==> config.mk <==
export PLATFORM = sky130hd
export DESIGN_NAME = serial_subtractor
export DESIGN_NICKNAME = d
export VERILOG_FILES = /design/src/rtl/sersub_pkg.sv /design/src/rtl/serial_subtractor_full_sub_cell.sv /design/src/rtl/serial_subtractor.sv
export SDC_FILE = /design/constraint.sdc
export NUM_CORES = 1
export LEC_CHECK = 0
export ABC_AREA = 1
export CORE_UTILIZATION = 45
export DETAILED_ROUTE_END_ITERATION = 8
export HOLD_SLACK_MARGIN = 0.05
export MAX_ROUTING_LAYER = met4
export PLACE_DENSITY = 0.68
export RECOVER_POWER = 25
export SLEW_MARGIN = 5
export SYNTH_ARGS = -nofsm -noshare
export SYNTH_HDL_FRONTEND = slang
export SYNTH_SLANG_ARGS = --single-unit
export TNS_END_PERCENT = 5
==> constraint.sdc <==
create_clock -name clk -period 2.4 [get_ports clk]
set_input_delay 0.48 -clock clk [delete_from_list [all_inputs] [get_ports clk]]
set_output_delay 0.48 -clock clk [all_outputs]
set_load 0.1 [all_outputs]
==> src/rtl/sersub_pkg.sv <==
// Shared types and constants for the bit-serial subtractor.
// The overflow output is compiled in only with SERSUB_OVERFLOW_EN.
package sersub_pkg;

  typedef enum logic [1:0] {
    IDLE  = 2'd0,
    SHIFT = 2'd1,
    FIX   = 2'd2,
    DONE  = 2'd3
  } state_e;

  localparam logic MODE_TWOS = 1'b0;
  localparam logic MODE_ONES = 1'b1;

endpackage : sersub_pkg

==> src/rtl/serial_subtractor_full_sub_cell.sv <==
// Single-bit combinational full subtractor: d = a - b - bin, bout on underflow.
module full_sub_cell (
  input  logic a,
  input  logic b,
  input  logic bin,
  output logic d,
  output logic bout
);

  always_comb begin
    d    = a ^ b ^ bin;
    bout = (~a & b) | (~(a ^ b) & bin);
  end

endmodule : full_sub_cell

==> src/rtl/serial_subtractor.sv <==
// Bit-serial A - B, one bit per clock, two's or ones' complement (end-around borrow).
// Define SERSUB_OVERFLOW_EN to add the signed overflow output and its register.
module serial_subtractor
  import sersub_pkg::*;
#(
  parameter int WIDTH = 8
) (
  input  logic             clk,
  input  logic             rst_n,
  input  logic             start,
  input  logic             mode,
  input  logic [WIDTH-1:0] a,
  input  logic [WIDTH-1:0] b,
  output logic             busy,
  output logic             done,
  output logic [WIDTH-1:0] diff,
`ifdef SERSUB_OVERFLOW_EN
  output logic             overflow,
`endif
  output logic             borrow
);

  // Handshake: start is sampled only in IDLE or DONE and is ignored while busy;
  // done is a one-cycle pulse and diff/borrow/overflow hold until the next done.

  localparam int CW = $clog2(WIDTH + 1);
  localparam logic [CW-1:0] LAST_BIT = CW'(WIDTH - 1);

  state_e           state_q, state_d;
  logic [WIDTH-1:0] a_sh_q, a_sh_d;
  logic [WIDTH-1:0] b_sh_q, b_sh_d;
  logic [WIDTH-1:0] res_q, res_d;
  logic             br_q, br_d;
  logic [CW-1:0]    cnt_q, cnt_d;
  logic             mode_q, mode_d;
  logic             busy_q, busy_d;
  logic             done_q, done_d;
  logic [WIDTH-1:0] diff_q, diff_d;
  logic             borrow_q, borrow_d;

  logic             cell_d;
  logic             cell_bout;
  logic [WIDTH-1:0] shift_res;

  full_sub_cell u_cell (
    .a    (a_sh_q[0]),
    .b    (b_sh_q[0]),
    .bin  (br_q),
    .d    (cell_d),
    .bout (cell_bout)
  );

  // Each new difference bit enters at the MSB, so after WIDTH shifts bit 0 is the LSB.
  assign shift_res = {cell_d, res_q[WIDTH-1:1]};

`ifdef SERSUB_OVERFLOW_EN
  logic ovf_pend_q, ovf_pend_d;
  logic overflow_q, overflow_d;
  logic raw_ovf;

  // On the last shift the operand LSBs are the original MSBs and cell_d is the raw result MSB.
  assign raw_ovf = (a_sh_q[0] ^ b_sh_q[0]) & (cell_d ^ a_sh_q[0]);
`endif

  always_comb begin
    state_d  = state_q;
    a_sh_d   = a_sh_q;
    b_sh_d   = b_sh_q;
    res_d    = res_q;
    br_d     = br_q;
    cnt_d    = cnt_q;
    mode_d   = mode_q;
    busy_d   = busy_q;
    done_d   = 1'b0;
    diff_d   = diff_q;
    borrow_d = borrow_q;
`ifdef SERSUB_OVERFLOW_EN
    ovf_pend_d = ovf_pend_q;
    overflow_d = overflow_q;
`endif

    case (state_q)
      IDLE, DONE: begin
        if (start) begin
          a_sh_d  = a;
          b_sh_d  = b;
          mode_d  = mode;
          res_d   = '0;
          br_d    = 1'b0;
          cnt_d   = '0;
          busy_d  = 1'b1;
          state_d = SHIFT;
        end else begin
          state_d = IDLE;
        end
      end

      SHIFT: begin
        res_d  = shift_res;
        a_sh_d = a_sh_q >> 1;
        b_sh_d = b_sh_q >> 1;
        br_d   = cell_bout;
        cnt_d  = cnt_q + CW'(1);
        if (cnt_q == LAST_BIT) begin
          if ((mode_q == MODE_ONES) && cell_bout) begin
            state_d = FIX;
`ifdef SERSUB_OVERFLOW_EN
            ovf_pend_d = raw_ovf;
`endif
          end else begin
            state_d  = DONE;
            done_d   = 1'b1;
            busy_d   = 1'b0;
            diff_d   = shift_res;
            borrow_d = cell_bout;
`ifdef SERSUB_OVERFLOW_EN
            overflow_d = raw_ovf;
`endif
          end
        end
      end

      FIX: begin
        // End-around borrow: only reached when the raw borrow-out was 1, still held in br_q.
        res_d    = res_q - WIDTH'(1);
        diff_d   = res_q - WIDTH'(1);
        borrow_d = br_q;
        done_d   = 1'b1;
        busy_d   = 1'b0;
        state_d  = DONE;
`ifdef SERSUB_OVERFLOW_EN
        overflow_d = ovf_pend_q;
`endif
      end

      default: begin
        state_d = IDLE;
        busy_d  = 1'b0;
      end
    endcase
  end

  always_ff @(posedge clk or negedge rst_n) begin
    if (!rst_n) begin
      state_q    <= IDLE;
      a_sh_q     <= '0;
      b_sh_q     <= '0;
      res_q      <= '0;
      br_q       <= 1'b0;
      cnt_q      <= '0;
      mode_q     <= MODE_TWOS;
      busy_q     <= 1'b0;
      done_q     <= 1'b0;
      diff_q     <= '0;
      borrow_q   <= 1'b0;
`ifdef SERSUB_OVERFLOW_EN
      ovf_pend_q <= 1'b0;
      overflow_q <= 1'b0;
`endif
    end else begin
      state_q    <= state_d;
      a_sh_q     <= a_sh_d;
      b_sh_q     <= b_sh_d;
      res_q      <= res_d;
      br_q       <= br_d;
      cnt_q      <= cnt_d;
      mode_q     <= mode_d;
      busy_q     <= busy_d;
      done_q     <= done_d;
      diff_q     <= diff_d;
      borrow_q   <= borrow_d;
`ifdef SERSUB_OVERFLOW_EN
      ovf_pend_q <= ovf_pend_d;
      overflow_q <= overflow_d;
`endif
    end
  end

  assign busy   = busy_q;
  assign done   = done_q;
  assign diff   = diff_q;
  assign borrow = borrow_q;
`ifdef SERSUB_OVERFLOW_EN
  assign overflow = overflow_q;
`endif

endmodule : serial_subtractor

==> flow_summary_export.csv, run 1 <==
group,metric,value,unit
outcome,outcome,"finished, violations left",
outcome,violations,"DRC",
drt,post_drt_wl_per_cell,13.27,microns
timing,rsz0062_at_grt,"no",
drt,drtPass1Iterations,6,
timing,clock-skew-final,0.005846,ns
drt,drc,1,
yosys,ys_ff_latch,43,
cts,cts_root_buf,"clkbuf_8",
cts,path_clk_slew,0.08,ns
yosys,synth_nets,289,
global_routing,grt_pass1_wl,8059,microns
worst_setup_path,critPathTopFamily,"buffers and inverters",
yosys,ys.warnings.count,0,
drt,wl,4671,microns
yosys,synth_area_leaders,"dfrtp_1, nand2_1, nor2_1",
timing,hold_viol,0,
finish,layout_commonest_cell,"nand2_1",
finish,diodes,0,
global_routing,grt-ovfl-total,0,
worst_setup_path,critPathMaxStageDelay,0.43,ns
global_routing,grt_max_degree,19,
floorplanning,pin_count,31,
floorplanning,die_width,71.22,microns
hold_path,hold_class,"in -> async",
place,place_congestion,0.9237,
floorplanning,die_h,71.22,microns
timing,report.final.slew_viol_count,0,
cts,post_cts_resize_count,0,
cts,cts.sinks,43,
cts,cts_tree,"done",
finish,multi_input_area,942.2,sq um
yosys,netlist_area,2156,sq um
cts,htreeDepth,2,
worst_setup_path,path_cells,"inv_1 -> ha_1 -> inv_4 -> nand2_2 -> nand2_2 -> buf_4 -> nor2_1 -> a31oi_1",
yosys,syn_inst,264,
finish,regArea,1076,sq um
timing,worst_slew_pin_slew,0.8324,ns
worst_setup_path,required,2.63,ns
cts,hold_buffers,0,
yosys,ys_types,30,
yosys,synth.top_cell.area_share,49.91,%
finish,drive_gt1_share,12.33,%
floorplanning,start_util,48.18,%
finish,area_delta_synth_final,18.75,%
global_routing,grt_usage,21.19,%
worst_setup_path,crit_arrival,2.13,ns
worst_setup_path,endpoint_kind,"flip-flop",
worst_setup_path,crit_type,"reg -> reg",
place,portBuffers,30,
finish,n_fill_cell,407,
finish,layout.nets,324,
floorplanning,dieArea,5072,sq um
finish,final_cell_mix,"nand2_1, nor2_1, dfrtp_1, clkdlybuf4s50_1, inv_1",
yosys,ys_seq_area_share,49.91,%
worst_setup_path,path_max_fanout,18,
global_routing,antenna_found_initial,0,
cts,cts_made_buffers,5,
timing,relSlewSlack,44.51,%
floorplanning,std_cell_rows,24,
cts,clk_path_buf_depth,2,
drt,vias,1797,
timing,finalCriticalPeriod,1.907,ns
timing,fin_setup_tns,0,ns
yosys,synth.avg_cell_area,8.166,sq um
flow_run,drv_cap,0,
floorplanning,coreArea,4474,sq um
global_routing,grt_pass1_vias,1776,
worst_setup_path,path_buf_inv,3,
worst_setup_path,crit_path_start_kind,"flip-flop",
worst_setup_path,cp_common_cell,"nand2_2",
drt,drt_iter0_drc,91,
cts,postCtsSetupBuffers,0,
worst_setup_path,slowest_stage,"ha_1",
cts,worstSkewPairLatency,0.30,ns
place,hpwlAfterDp,3400,microns
timing,finalSetupViolations,0,
yosys,yosysTopAreaCell,"dfrtp_1",
timing,fmax,0.5243,GHz
drt,via_per_inst,5.105,
timing,post-route-period-util,79.47,%
drt,drtAntennaViolNets,0,
[registers in the layout (all words and copies together) (netlist names), 2 cells and up]
name	flops
a_sh_q	8
b_sh_q	8
cnt_q	4
diff	8
res_q	8
state_q	2
[stage by stage]
step	worst slack, ns	std cells	area (sq um)	hold slack (ns)	utilization (%)
final	0.4927	352	2560	0.2251	57.21
after global routing	0.3333	352	2560	0.2884	57.21
after CTS	0.4951	352	2565	0.07599	57.33
after detailed placement	0.4961	344	2481	0.4044	55.45
after global placement	0.5151	344	2481	0.4035	55.45
after floorplan	0.8772	264	2156	0.1844	-
[per-layer routing]
| layer | global-route usage [%] | vias up | routed length [microns] |
|---|---|---|---|
| li1 | - | 938 | - |
| met1 | 29.80 | 813 | 2488 |
| met2 | 29.21 | 38 | 1899 |
| met3 | 5.626 | 8 | 193 |
| met4 | 8.444 | 0 | 89 |
| met5 | - | - | 0 |
[Yosys cell counts]
cell / n
a22o_1: 2
xor2_1: 1
o21ai_2: 2
o221ai_1: 1
nand2_2: 3
inv_2: 4
nor3_1: 1
clkbuf_1: 1
a21oi_1: 7
buf_6: 1
mux2_2: 1
nor3_2: 1
dfrtp_1: 43
inv_4: 1
nor2_1: 44
inv_1: 17
fa_1: 1
o21ai_1: 4
nor2_4: 1
a31oi_1: 14
ha_1: 4
o22ai_1: 6
buf_4: 3
buf_2: 3
o21bai_1: 4
and3_1: 1
nand2_1: 69
a21o_1: 1
nand3_1: 10
o21ai_0: 13
[logic make-up (layout without fill, tap and decap cells)]
group | after synthesis | in the layout | synth area share, %
AND/OR/NAND/NOR | 130 | 130 | 24.38
AO/OA/AOI/OAI | 54 | 54 | 15.15
flip-flops | 43 | 43 | 49.91
buffers and inverters | 30 | 66 | 6.384
adder cells (fa/ha/maj) | 5 | 5 | 3.250
XOR/XNOR | 1 | 1 | 0.4063
multiplexers | 1 | 1 | 0.5223
[layout make-up]
| type | instances | area share, % |
|---|---|---|
| Multi-Input combinational cell | 191 | 36.80 |
| Sequential cell | 43 | 42.03 |
| Inverter | 22 | 3.324 |
| Clock buffer | 5 | 2.688 |
| Timing Repair Buffer | 36 | 12.02 |
| Clock inverter | 3 | 0.5865 |
| Tap cell | 52 | 2.542 |
[final timing paths]
kind / start / end / slack [ns] / depth (start not counted)
max: state_q[0] / a_sh_q[2] / 0.49 / 8
min: rst_n / a_sh_q[3] / 0.23 / 1
max reg2reg: state_q[0] / a_sh_q[2] / 0.49 / 8
min reg2reg: diff[2] / diff[2] / 0.49 / 2
max in group asynchronous: rst_n / diff[5] / 0.97 / 2
min in group clk: diff[2] / diff[2] / 0.49 / 2
Power of run 1 is not shown: default switching activity piles up to over one toggle a cycle in this logic, so the estimate is an artifact.
==> run 2, diff against run 1 <==
Settings changed: PLACE_DENSITY 0.68 to 0.71.
Clock period 2.4 ns to 1.65 ns, I/O delays scaled along.
==> flow_summary_export.csv, run 2 (synthesized netlist as in run 1, its figures left out) <==
group,metric,value,unit
worst_setup_path,endpoint_kind,"flip-flop",
cts,htreeDepth,2,
floorplanning,pin_count,31,
finish,layout_commonest_cell,"nand2_1",
worst_setup_path,crit_arrival,1.78,ns
hold_path,worstHoldStart,"a_sh_q[7]",
finish,final_cell_mix,"nand2_1, nor2_1, dfrtp_1, clkdlybuf4s50_1, inv_1",
global_routing,grt_max_degree,29,
drt,via_per_inst,5.323,
timing,fin_setup_tns,0,ns
worst_setup_path,path_max_fanout,14,
place,portBuffers,30,
timing,hold_viol,0,
drt,wl,5062,microns
worst_setup_path,reg2reg_setup_slack,0.08,ns
drt,vias,1911,
floorplanning,coreArea,4474,sq um
hold_path,hold_class,"reg -> reg",
cts,cts_tree,"done",
timing,finalCriticalPeriod,1.567,ns
worst_setup_path,path_buf_inv,3,
timing,whs,0.5040,ns
worst_setup_path,slowest_stage,"dfrtp_1",
timing,post-route-period-util,94.96,%
floorplanning,die_width,71.22,microns
timing,finalSetupViolations,0,
global_routing,grt_pass1_vias,1851,
timing,report.final.slew_viol_count,0,
worst_setup_path,rr_startpoint,"state_q[0]",
worst_setup_path,critPathMaxStageDelay,0.39,ns
hold_path,min_to,"a_sh_q[7]",
worst_setup_path,reg2reg_to,"b_sh_q[3]",
worst_setup_path,path_cells,"inv_1 -> ha_2 -> inv_4 -> nand2_2 -> nand2_4 -> buf_12 -> nor2_1 -> a31oi_1",
drt,drtAntennaViolNets,0,
cts,cts_root_buf,"clkbuf_8",
floorplanning,dieArea,5072,sq um
drt,drc,1,
cts,cts.sinks,43,
place,place_congestion,0.9421,
timing,worst_slew_pin_slew,0.5591,ns
finish,area_delta_synth_final,32.27,%
timing,clock-skew-final,0.004662,ns
finish,diodes,0,
timing,fmax,0.6382,GHz
cts,worstSkewPairLatency,0.30,ns
global_routing,grt_usage,22.35,%
global_routing,grt-ovfl-total,0,
place,placed_cells_incl_taps,349,
flow_run,drv_cap,0,
floorplanning,std_cell_rows,24,
finish,drive_gt1_share,16.61,%
global_routing,grt_pass1_wl,8452,microns
worst_setup_path,reg2regPathDepth,8,
place,hpwlAfterDp,3440,microns
cts,path_clk_slew,0.08,ns
floorplanning,start_util,48.18,%
outcome,outcome,"finished, violations left",
hold_path,worstHoldPathCells,1,
floorplanning,die_h,71.22,microns
finish,final_core_util,63.73,%
worst_setup_path,critPathTopFamily,"flip-flops",
finish,finalNonFillerCells,359,
worst_setup_path,required,1.86,ns
worst_setup_path,crit_type,"reg -> reg",
timing,relSlewSlack,62.73,%
drt,post_drt_wl_per_cell,14.10,microns
cts,clk_path_buf_depth,2,
outcome,violations,"DRC",
finish,layout.nets,332,
drt,drt_iter0_drc,147,
drt,drtPass1Iterations,6,
cts,cts_made_buffers,5,
global_routing,antenna_found_initial,0,
worst_setup_path,crit_path_start_kind,"flip-flop",
timing,rsz0062_at_grt,"yes",
-- run 2: metal layers --
metal / up-vias / GRT usage, % / share of wire, %
met1: 903 / 28.54 / 46
met2: 43 / 34.92 / 48
li1: 954 / - / -
met4: 0 / 9.111 / 1.8
met3: 11 / 4.641 / 4.5
met5: - / - / 0
-- run 2: cell type report --
type / instances / area, sq um
inverter: 22 / 85.08
fill: 388 / 1623
timing repair buffer: 44 / 564.3
sequential: 43 / 1076
tap: 52 / 65.06
clock buffer: 6 / 82.58
clock inverter: 1 / 5.005
multi-input combinational: 191 / 973.4
-- run 2: stage by stage --
step | instance area (sq um) | setup WS, ns
6_report | 2851 | 0.08317
4_1_cts | 2799 | 0.02162
3_3_place_gp | 2681 | 0.06489
5_1_grt | 2851 | -0.008156
2_1_floorplan | 2156 | 0.1272
3_5_place_dp | 2681 | -0.02339
-- run 2: worst max-delay path by stage --
stage                     startpoint         to  slack (ns)  cells past startpoint
final                     state_q[0]  b_sh_q[3]        0.08                      8
after global routing      state_q[0]  a_sh_q[4]      -0.008                      8
after CTS                 state_q[0]  b_sh_q[0]        0.02                      8
after detailed placement        br_q    diff[3]       -0.02                      7
after global placement          br_q    diff[3]        0.06                      7
after floorplan                 br_q    diff[3]        0.13                      7
-- run 2: repair_timing --
action                                  4_1_cts  5_1_grt
hold buffers                                  1        0
resized for setup                             0        9
setup buffers                                 1        0
hold endpoints to repair                     20        0
pin swaps                                     1        1
gates cloned                                  0        1
endpoints found under the setup margin        1       35
Power of run 2 is left out for the same reason.
